[src/rtl/vga_timing_controller.sv]
// VGA scan timing: horizontal/vertical counters, pixel-bus strobes for the engine,
// and a one-stage output register aligning colour with HSYNC/VSYNC at the pins.
module vga_timing_controller #(
  parameter int H_CNT_WID = 10,
  parameter int V_CNT_WID = 10,
  parameter int H_VISIBLE = 640,
  parameter int H_FRONT   = 16,
  parameter int H_SYNC    = 96,
  parameter int H_BACK    = 48,
  parameter int V_VISIBLE = 480,
  parameter int V_FRONT   = 10,
  parameter int V_SYNC    = 2,
  parameter int V_BACK    = 33,
  parameter bit HSYNC_POL = 1'b0,
  parameter bit VSYNC_POL = 1'b0
) (
  input  logic                 clk,
  input  logic                 rst_n,
  input  logic                 pix_en,
  output logic                 pixIf_NEXT_FRAME,
  output logic                 pixIf_H_BLANKING,
  output logic [H_CNT_WID-1:0] pixIf_H_CNT,
  output logic [V_CNT_WID-1:0] pixIf_next_V_CNT,
  input  logic [3:0]           pixIf_r,
  input  logic [3:0]           pixIf_g,
  input  logic [3:0]           pixIf_b,
  output logic [3:0]           vga_r,
  output logic [3:0]           vga_g,
  output logic [3:0]           vga_b,
  output logic                 HSYNC,
  output logic                 VSYNC
);

  localparam int H_TOTAL = H_VISIBLE + H_FRONT + H_SYNC + H_BACK;
  localparam int V_TOTAL = V_VISIBLE + V_FRONT + V_SYNC + V_BACK;

  localparam logic [H_CNT_WID-1:0] H_LAST   = H_CNT_WID'(H_TOTAL - 1);
  localparam logic [H_CNT_WID-1:0] H_VIS    = H_CNT_WID'(H_VISIBLE);
  localparam logic [H_CNT_WID-1:0] HS_START = H_CNT_WID'(H_VISIBLE + H_FRONT);
  localparam logic [H_CNT_WID-1:0] HS_END   = H_CNT_WID'(H_VISIBLE + H_FRONT + H_SYNC);

  localparam logic [V_CNT_WID-1:0] V_LAST     = V_CNT_WID'(V_TOTAL - 1);
  localparam logic [V_CNT_WID-1:0] V_VIS      = V_CNT_WID'(V_VISIBLE);
  localparam logic [V_CNT_WID-1:0] V_VIS_LAST = V_CNT_WID'(V_VISIBLE - 1);
  localparam logic [V_CNT_WID-1:0] VS_START   = V_CNT_WID'(V_VISIBLE + V_FRONT);
  localparam logic [V_CNT_WID-1:0] VS_END     = V_CNT_WID'(V_VISIBLE + V_FRONT + V_SYNC);

  logic [H_CNT_WID-1:0] h_cnt;
  logic [V_CNT_WID-1:0] v_cnt;
  logic [V_CNT_WID-1:0] v_inc;
  logic                 h_wrap;
  logic                 h_blank;
  logic                 visible;
  logic                 hs_active;
  logic                 vs_active;

  assign h_wrap    = (h_cnt == H_LAST);
  assign h_blank   = (h_cnt >= H_VIS);
  assign v_inc     = (v_cnt == V_LAST) ? '0 : v_cnt + 1'b1;
  assign visible   = !h_blank && (v_cnt < V_VIS);
  assign hs_active = (h_cnt >= HS_START) && (h_cnt < HS_END);
  assign vs_active = (v_cnt >= VS_START) && (v_cnt < VS_END);

  // During horizontal blanking the engine is already told the next line so it can prefetch.
  assign pixIf_H_CNT      = h_cnt;
  assign pixIf_H_BLANKING = h_blank;
  assign pixIf_next_V_CNT = h_blank ? v_inc : v_cnt;
  assign pixIf_NEXT_FRAME = (h_cnt == H_VIS) && (v_cnt == V_VIS_LAST);

  always_ff @(posedge clk or negedge rst_n) begin
    if (!rst_n) begin
      h_cnt <= '0;
      v_cnt <= '0;
    end else if (pix_en) begin
      if (h_wrap) begin
        h_cnt <= '0;
        v_cnt <= v_inc;
      end else begin
        h_cnt <= h_cnt + 1'b1;
      end
    end
  end

  // Colour and syncs share one register stage so they reach the pins on the same pixel.
  always_ff @(posedge clk or negedge rst_n) begin
    if (!rst_n) begin
      vga_r <= '0;
      vga_g <= '0;
      vga_b <= '0;
      HSYNC <= ~HSYNC_POL;
      VSYNC <= ~VSYNC_POL;
    end else if (pix_en) begin
      vga_r <= visible ? pixIf_r : 4'h0;
      vga_g <= visible ? pixIf_g : 4'h0;
      vga_b <= visible ? pixIf_b : 4'h0;
      HSYNC <= hs_active ? HSYNC_POL : ~HSYNC_POL;
      VSYNC <= vs_active ? VSYNC_POL : ~VSYNC_POL;
    end
  end

endmodule

[config.mk]
export PLATFORM = sky130hd
export DESIGN_NAME = vga_timing_controller
export DESIGN_NICKNAME = d
export VERILOG_FILES = /design/src/rtl/vga_timing_controller.sv
export SDC_FILE = /design/constraint.sdc
export NUM_CORES = 1
export LEC_CHECK = 0
export ABC_AREA = 1
export CORE_MARGIN = 2
export CORE_UTILIZATION = 50
export CTS_CLUSTER_DIAMETER = 60
export DETAILED_ROUTE_END_ITERATION = 12
export GPL_TIMING_DRIVEN = 0
export PLACE_DENSITY = 0.82
export SLEW_MARGIN = 20
export SYNTH_ARGS = -nofsm -noshare
export SYNTH_HDL_FRONTEND = slang
export SYNTH_SLANG_ARGS = --single-unit
[constraint.sdc]
create_clock -name clk -period 3.9 [get_ports clk]
set_input_delay 0.39 -clock clk [delete_from_list [all_inputs] [get_ports clk]]
set_output_delay 0.39 -clock clk [all_outputs]
set_load 0.005 [all_outputs]
Word-level counts from Yosys, hierarchy flattened
Cells that the tools add are included.
Widths: inputs -> output; s select.
{ "totals": {"out_inout_bits": 36, "reg_bits": 34} }
{ "op_classes": {"eq_ne": 4, "n_reduce_logical": 6, "n_lt_le_gt_ge": 6, "muxes": 8, "addsub": 2} }
{ "ops": {"columns": ["op", "count"], "rows": [
  ["$eq 10x10->1 const B", 3],
  ["$mux 10", 3],
  ["$add 10x1->10 const B", 2],
  ["$ge 10x10->1 const B", 2],
  ["$lt 10x9->1 const B", 2],
  ["$mux 4", 3],
  ["$eq 10x9->1 const B", 1],
  ["$ge 10x9->1 const B", 1],
  ["$lt 10x10->1 const B", 1],
  ["$logic_and 1x1->1", 4],
  ["$mux 1", 2],
  ["$reduce_and 2->1", 1],
  ["$logic_not 1->1", 1]
]} }

Longest topological paths before layout
Gate-level depths: netlist (run 1).
{ "depth": {"word_depth": 4, "mapped_depth": 9} }

Worst setup path before layout (run 1)
No wires, ideal clock.
{ "synth_timing": {"kind": "register to output", "from": "register v_cnt[1]", "to": "output port pixIf_next_V_CNT[6]", "path_slack_ns": 2.324, "arrival_ns": 1.186, "n_path_buf": 0, "path_stages_with_launch": 7, "cell_sequence": "dfrtp_1 ha_1 nand2_2 nor2_2 nand2_1 xor2_1 o21ai_1"} }
{ "synth_via": {"elab_chain_len": 3, "elab_cells_between_ends": 4, "classes_between": "1 x add/sub; 1 x eq/ne; 2 x mux"} }
{ "synth_lines": {"columns": ["item", "line_no", "source"], "rows": [
  ["start: declaration", "49", "logic [V_CNT_WID-1:0] v_cnt;"],
  ["start signal: assignment", "77", "v_cnt <= v_inc;"],
  ["$add 10x1->10 or $eq 10x10->1 (tied branches)", "59", "assign v_inc = (v_cnt == V_LAST) ? '0 : v_cnt + 1'b1;"],
  ["$mux 10 (*)", "59", null],
  ["$mux 10 (*)", "67", "assign pixIf_next_V_CNT = h_blank ? v_inc : v_cnt;"],
  ["end: declaration", "23", "output logic [V_CNT_WID-1:0] pixIf_next_V_CNT,"]
]} }
Every way passes the cells marked *; elsewhere a longest branch is shown, timed or not.

Final worst setup path (run 1)
Same ends and word-level chain as after synthesis.

==> results.md, run 1 <==
Pwr:
- Of the total power, registers draw 42.0%.
- In this run the power spent charging and discharging nets is 383.2 uW.
- Combinational logic burns 34.6% of the power.
- The power per unit of standard cell area is 443.5 nW/um^2.
- The highest ir drop seen on vdd is 298.0 uV.
- The switching share of total power is 33.16%.
- In this run the static leakage power is 0.001194 uW.
- The internal power of the cells totals 772.2 uW.
- The clock power share is 23.4%.

Routing:
- The number of vias per cell after detailed routing is 5.167.
- The vias after detailed routing is 1,855.
- The count of nets left with antenna violations once routing finished came out at 0.
- In the routed design, unresolved DRC markers number 0.
- Summed over all layers, the routed wires come to 4.595 mm.
- The first routing iteration left 108 violations.
- The first detailed-routing pass ran for 4 iterations.
- The routed wirelength normalized by instance count is 12.80 um.

Finish:
- Once layout is done, the placed cells without fillers occupy 2605 sq um.
- The area growth from synthesis to layout is 34.24%.
- The number of cells in the finished layout apart from fillers is 359.
- The number of antenna diodes in the final layout is 0.
- The utilization after layout is 70.62%.
- The fill cell total of the finished layout is 312.
- The most frequent standard cell in the layout excluding fill and tap cells is nand2_1.
- Of the cells placed in the final design, the portion with a size suffix greater than 1 is 14.47%.
- The number of nets in the final layout is 329.
- In the layout the commonest cells are nand2_1, clkdlybuf4s50_1, dfrtp_1, inv_1, nor2_1.

Timing:
- The routed design could run at a clock period as short as 2.551 ns.
- At the pin with the least slew margin, the transition time is 0.4346 ns.
- Across all hold checks on the routed design, the worst slack comes to -0.0007497 ns.
- The share of the clock period used by the worst path after layout is 65.42%.
- The final-report max-slew violation count is 0.
- The total count of hold-check failures in the final report is 1.
- The worst pin sits at a relative slew slack of 71.03%.
- Clock skew on the completed layout was measured at 0.008764 ns.
- The achievable clock frequency is 391.9 MHz.
- The final-report setup violation count is 0.
- Setup repair after global routing left no endpoint under its margin.
- Setup total negative slack on the finished layout was measured at 0 ns.

Hold path:
- The tightest min-delay check is of the primary input to async pin type.

Yosys:
- The number of synthesized register bits is 34.
- After technology mapping, the gate count stands at 253.
- The area of the mapped netlist is 1941 sq um.
- The synthesized area divided by synthesized cell count is 7.670 sq um.
- The distinct cell type count after synthesis is 29.
- For this run, the number of Yosys warnings is 0.
- The number of nets in the synthesized netlist is 272.
- The sequential element share of the synthesized area is 43.97%.

GRT:
- The via count of the first global-routing pass is 1,793.
- For this run, the total global-route usage over all layers was measured as 24.19%.
- For this run the aggregate overflow at the end of global routing stands at 0.
- The number of antenna violations at the first check in global routing came to 0.
- The maximum number of pins on one net before global-route repair is 23.
- The wire length of the first global-routing pass is 8.093 mm.

Worst setup path:
- The worst register-to-register path ends at v_cnt[8].
- The maximum fanout along the worst path is 6.
- STA classifies the critical path startpoint as a flip-flop.
- The critical path in this run is classified as flip-flop to primary output.
- The worst register-to-register path has a setup slack of 2.42 ns.
- In this run the critical register-to-register path is launched from v_cnt[1].
- Measured in cells, the most critical reg-to-reg path has a length of 8.
- For the worst setup path, the data arrival time is 2.16 ns.
- Data on the critical path is required at its endpoint by 3.51 ns.
- The worst setup path is captured at a primary output.

Clock network:
- For the worst-skew pair, the clock arrives at the later sink with an insertion delay of 0.29 ns.
- The count of H-tree levels built during CTS is 2.
- TritonCTS built the clock tree.
- The longest clock path from root to sink contains 2 buffers.
- For this design, the CTS-stage hold fixing added 0 buffers.
- The total number of clock tree sinks is 34.
- The buffer cell driving the clock tree root is clkbuf_8.
- The number of buffers inserted to repair setup after CTS is 0.
- After clock tree synthesis, the repair step resized 0 gates.
- Clock tree synthesis inserted a total of 5 buffers.
- After clock tree synthesis, the clock-pin slew on the worst setup and hold paths is 0.07 ns.

Floorplan:
- The floorplan die width is 66.30 um.
- The chip height is 66.30 um.
- The initial utilization of the core area, before any placement, comes to 52.61%.
- The count of pins on the block boundary is 51.
- The floorplan step defined a core boundary enclosing 3689 sq um.
- After floorplanning, the core was divided into 22 placement rows.
- The floorplan step defined a die boundary enclosing 4396 sq um.

Placement:
- Counting tap cells, the placed design contains a total of 351 instances.
- The placed wire-length estimate is 3.440 mm.
- After detailed placement, the total cell area comes to 2514 sq um.
- The last weighted congestion value of the routability-driven placer is 0.8493.
- The count of input and output buffers is 49.

Flow run:
- The tool flagged a number of max-cap violations equal to 0.

Outcome:
- The flow ran to the end, but the final reports show violations.
- The checks that failed: hold timing.
==> power by group through the flow <==
stage | registers [uW] | logic (uW) | clock network [uW]
6_report | 485 | 400 | 270
5_1_grt | 495 | 443 | 290
4_1_cts | 483 | 405 | 274
3_5_place_dp | 488 | 402 | 0
3_3_place_gp | 486 | 391 | 0
2_1_floorplan | 486 | 182 | 0
==> per-layer routing <==
metal  share of wire, %  routed length [um]  up-vias  global-route usage, %
li1                   -                   -      919                      -
met1                 46                2101      871                  33.04
met5                  0                   0        -                      0
met2                 47                2164       59                  38.13
met3                5.9                 270        6                  4.770
met4                1.2                  57        0                  8.418
==> worst max-delay path: stages (launching register included) <==
cell,delay [ns]
dfrtp_1,0.47
ha_1,0.24
nand2_2,0.07
nor2_2,0.19
nand2_1,0.11
xor2_1,0.17
o21ai_1,0.12
clkdlybuf4s50_1,0.51
==> cell type report <==
| type | instances | area [sq um] | area share, % |
|---|---|---|---|
| clock inverter | 1 | 5.005 | 0.1921 |
| tap | 48 | 60.06 | 2.305 |
| multi-input combinational | 185 | 935.9 | 35.93 |
| timing repair buffer | 50 | 513.0 | 19.69 |
| sequential | 34 | 853.3 | 32.76 |
| clock buffer | 7 | 86.33 | 3.314 |
| buffer | 9 | 52.55 | 2.017 |
| inverter | 25 | 98.84 | 3.794 |
==> cells by family after synthesis <==
kind of cell               count (synthesis)  share of synthesized area [%]
buffers and inverters                     34                          7.801
AOI/OAI and AO/OA                         39                          12.25
DFF                                       34                          43.97
and+or+nand+nor                          135                          30.24
xor gates and xnor gates                   7                          3.159
adders and majority gates                  4                          2.579
==> metrics by stage <==
step                setup WS [ns]  power (uW)
floorplan                   2.324       667.4
CTS                         1.318        1163
finish                      1.349        1155
detailed placement          1.640       890.5
global route                1.222        1227
global placement            1.649       876.2
==> cells in the mapped netlist <==
library cell   n  area [sq um]
nand3b_1       1         7.510
clkbuf_1       1         3.750
buf_6          1         11.26
dfstp_2        2         52.55
a31oi_1        1         6.260
inv_2          1         3.750
ha_1           4         50.05
buf_2          6         30.03
clkinv_4       1         8.760
inv_1         22         82.58
nand3b_2       1         11.26
nand3_2        2         20.02
a41oi_1        1         8.760
nor2_1        18         67.56
o21ai_2       10         87.58
clkinv_1       1         3.750
o21ai_1       17         85.08
a21oi_1        3         15.01
nand2_2        4         25.02
o21ai_0        7         35.03
or2_2          2         12.51
nand2_1       83         311.6
buf_4          1         7.510
nor2_2         5         31.28
dfrtp_1       32         800.8
nor3_1         4         20.02
nand4_1        4         25.02
nand3_1       11         55.05
xor2_1         7         61.31
==> registers in the layout, summed over array words and instances (netlist names) <==
register,count
vga_g,4
HSYNC,1
vga_r,4
VSYNC,1
v_cnt,10
pixIf_H_CNT,10
vga_b,4
==> worst max path at each step <==
| stage | endpoint | start | slack [ns] |
|---|---|---|---|
| finish | pixIf_next_V_CNT[6] | v_cnt[1] | 1.35 |
| global route | pixIf_next_V_CNT[3] | pixIf_H_CNT[7] | 1.22 |
| CTS | pixIf_NEXT_FRAME | v_cnt[1] | 1.32 |
| detailed placement | pixIf_NEXT_FRAME | v_cnt[1] | 1.64 |
| global placement | pixIf_NEXT_FRAME | v_cnt[1] | 1.65 |
| floorplan | pixIf_next_V_CNT[6] | v_cnt[1] | 2.32 |
Power figures use the tool's default switching activity.
==> inputs of run 2 (changes only) <==
Settings changed: CORE_UTILIZATION 50 to 48, PLACE_DENSITY 0.82 to 0.79.
Clock period 3.9 ns to 2.35 ns, I/O delays scaled along.
==> run 2 against run 1 <==
Effect of this change:
- the flow now finishes without violations
- register-to-register slack got worse by 1.5 ns
- combinational power increased by 68%
- non-clock buffer count increased by 2
- sequential power increased by 66%
- critical path depth unchanged
- flip-flop and latch count unchanged
- wire length increased by 2.4%
- clock power increased by 51%
- design area increased by 1.2%
- via count decreased by 1.5%
- largest power group unchanged
- critical path type unchanged
==> results.md, run 2 (same netlist as run 1, synthesis figures left out) <==
Floorplan:
- The initial standard-cell utilization of the core is 49.22% (-3.4 points).
- The area of the placeable core was 3943 sq um (+6.9%).
- The die area came to 4568 sq um (+3.9%).
- The floorplan die width is 67.59 um (+1.9%).
- The chip height is 67.59 um (+1.9%).
- The count of pins on the block boundary is 51 (unchanged).
- The placement row count is 23 (+4.5%).

Routing:
- The number of vias per cell after detailed routing came to 5.036 (-2.5%).
- The routed wirelength normalized by instance count is 12.96 um (+1.2%).
- The total iterations of the first detailed-routing run is 4 (unchanged).
- The total wire length after detailed routing is 4.703 mm (+2.4%).
- The residual DRC count came to 0 (unchanged).
- The DRC violation total after the first TritonRoute iteration is 77 (-29%).
- The number of routed nets with antenna violations is 0 (unchanged).
- The vias after detailed routing is 1,828 (-1.5%).

Placement:
- The placed wire-length estimate came to 3.462 mm (+0.66%).
- The placed instance area is 2516 sq um (about the same).
- The count of input and output buffers was 49 (unchanged).
- The last weighted congestion value of the routability-driven placer is 0.9304 (+9.5%).

Pwr:
- The highest ir drop seen on vdd was 655.1 uV (+120%).
- The static leakage power is 0.001204 uW (+0.88%).
- The power per unit of standard cell area is 713.4 nW/um^2 (+61%).
- The total power is 1882 uW (+63%).

Clock network:
- The number of buffers created by CTS is 5 (unchanged).
- The largest buffer count on any clock path is 2 (unchanged).
- The count of H-tree levels built during CTS is 2 (unchanged).
- The total number of clock tree sinks is 34 (unchanged).
- The buffer cell driving the clock tree root is clkbuf_8.
- The clock-pin slew on the worst setup and hold paths is 0.07 ns (about the same).
- The clock latency on the worst-skew pair came to 0.29 ns (about the same).
- The TritonCTS clock tree is done.

Finish:
- The final instance area is 2638 sq um (+1.2%).
- Relative to the synthesized area, the layout overhead comes to 35.91%.
- The share of post-route cells with drive strength above 1 came to 16.29% (+1.8 points).
- Leaving out fill and tap cells, the most frequent cell in the layout is nand2_1.
- The utilization after layout is 66.90% (-3.7 points).
- The top cell types in the final layout, fill and taps aside, are nand2_1, clkdlybuf4s50_1, dfrtp_1, inv_1.
- The count of inserted antenna diode cells is 0 (unchanged).
- The fill cell total of the finished layout is 345 (+11%).
- The number of nets in the final layout is 331 (+0.61%).

Worst setup path:
- The critical path ends at pixIf_next_V_CNT[6].
- The number of gates on the worst path with buffers counted is 7 (unchanged).
- The library cell contributing the largest single delay on the critical path is clkdlybuf4s50_1.
- The buffering stage count on the worst path with inverters included was 1 (unchanged).
- The worst setup path is of the flip-flop to primary output kind.
- The startpoint kind of the worst setup timing path is a flip-flop.
- The maximum fanout along the worst path is 5 (-1).
- The start of the worst register-to-register path is pixIf_H_CNT[0].
- In this run the critical register-to-register path is captured at v_cnt[5].
- The reg-to-reg setup timing slack is 0.94 ns (-1.48 ns).
- The worst reg-to-reg path cell count is 8 (unchanged).
- The required time at the worst-slack endpoint was 2.12 ns (-1.39 ns).
- Walking the worst path, the cells encountered are ha_2 > nand2_2 > nor2_4 > nand2_1 > xor2_1 > o21ai_1 > clkdlybuf4s50_1.
- The cell class contributing the biggest share of worst-path delay is buffers and inverters.
- The source of the critical timing path is v_cnt[1].
- The highest cell delay on the worst timing path was 0.51 ns (about the same).
- The endpoint type of the worst setup path is a primary output.
- The arrival time reported for the critical path endpoint came to 2.03 ns (-0.13 ns).

GRT:
- The maximum number of pins on one net before global-route repair came to 19 (-17%).
- The number of antenna violations at the first check in global routing came to 0 (unchanged).
- The total routing resource utilization after global routing came to 23.38% (-0.81 points).
- The via count of the first global-routing pass was 1,712 (-4.5%).
- The total congestion overflow is 0 (unchanged).
- The wire length of the first global-routing pass came to 7.797 mm (-3.7%).

Timing:
- The pin slew with the least headroom to its limit is 0.4281 ns (-0.006540 ns).
- Counting I/O delays and the setup requirement, the final critical path takes 2.267 ns.
- The worst-case headroom to the max-slew limit is 71.46% (+0.44 points).
- Derived from the worst setup path, the maximum achievable clock frequency is 441.1 MHz.
- The final-report setup violation count was 0 (unchanged).
- The share of the clock period used by the worst path after layout is 96.48%.
- The worst-case clock skew is 0.005799 ns (-0.002964 ns).
- Setup repair after global routing could not meet its margin everywhere.
- The total count of hold-check failures in the final report is 0 (-1).
- The final-report max-slew violation count was 0 (unchanged).

Hold path:
- The worst hold path class is primary input to flip-flop.
- In this run the most critical hold path is launched from pix_en.

Flow run:
- The reported max-cap violation count is 0 (unchanged).

Outcome:
- The flow ran to the end, and the final reports show no timing, DRC or antenna violations.
==> run 2: cell types whose count changed in the layout (fill, tap and decap cells not counted), moves of 2 or more <==
cell      change
clkbuf_1      +2
buf_4         +2
dfrtp_2       +5
dfrtp_1       -5
==> run 2: final cells by class <==
class | count | area [sq um] | area share (%)
multi-input combinational | 185 | 945.9 | 35.86
clock buffer | 8 | 80.08 | 3.036
tap | 50 | 62.56 | 2.372
buffer | 9 | 55.05 | 2.087
inverter | 25 | 101.3 | 3.842
sequential | 34 | 859.6 | 32.59
timing repair buffer | 52 | 533.0 | 20.21
==> run 2: worst min path at each step <==
| stage | to | slack (ns) | cells after the start |
|---|---|---|---|
| CTS | pixIf_H_CNT[2] | 0.35 | 4 |
| global route | pixIf_H_CNT[2] | 0.36 | 4 |
| global placement | vga_g[2] | 0.46 | 2 |
| finish | pixIf_H_CNT[2] | 0.35 | 4 |
| detailed placement | vga_g[2] | 0.20 | 1 |
| floorplan | pixIf_H_CNT[0] | -0.06 | 0 |
==> run 2: worst register-to-register path, stage by stage (launching register included) <==
cell and delay [ns]:
dfrtp_1 0.42, ha_1 0.23, inv_1 0.07, nor2_2 0.05
nand4_1 0.10, buf_4 0.21, clkinv_4 0.09, nand2_1 0.06
o21ai_0 0.07
==> run 2: metal layers <==
metal  global-route usage [%]  wire [um]  up-vias
li1                         -          -      921
met1                    29.34       2165      849
met2                    37.38       2148       46
met3                    6.500        256       12
met4                    10.46        132        0
met5                        0          0        -
==> run 2: power by group <==
part	switching (uW)	internal (uW)
sequential	108	695
clock	199	210
combinational	311	359
==> run 2: repair_timing <==
item	CTS	global route
hold buffers	1	0
setup endpoints to repair	2	10
gates resized for setup	1	11
endpoints found under the hold margin	16	0
buffers inserted	0	1
==> run 2: through the flow <==
stage	setup WS, ns	setup TNS, ns	std cells	hold slack, ns
2_1_floorplan	0.9294	0	253	-0.06059
3_3_place_gp	0.3027	0	352	0.4629
3_5_place_dp	0.2727	0	353	0.1995
4_1_cts	0.001295	0	362	0.3484
5_1_grt	-0.02509	-0.04174	363	0.3634
6_report	0.08271	0	363	0.3549
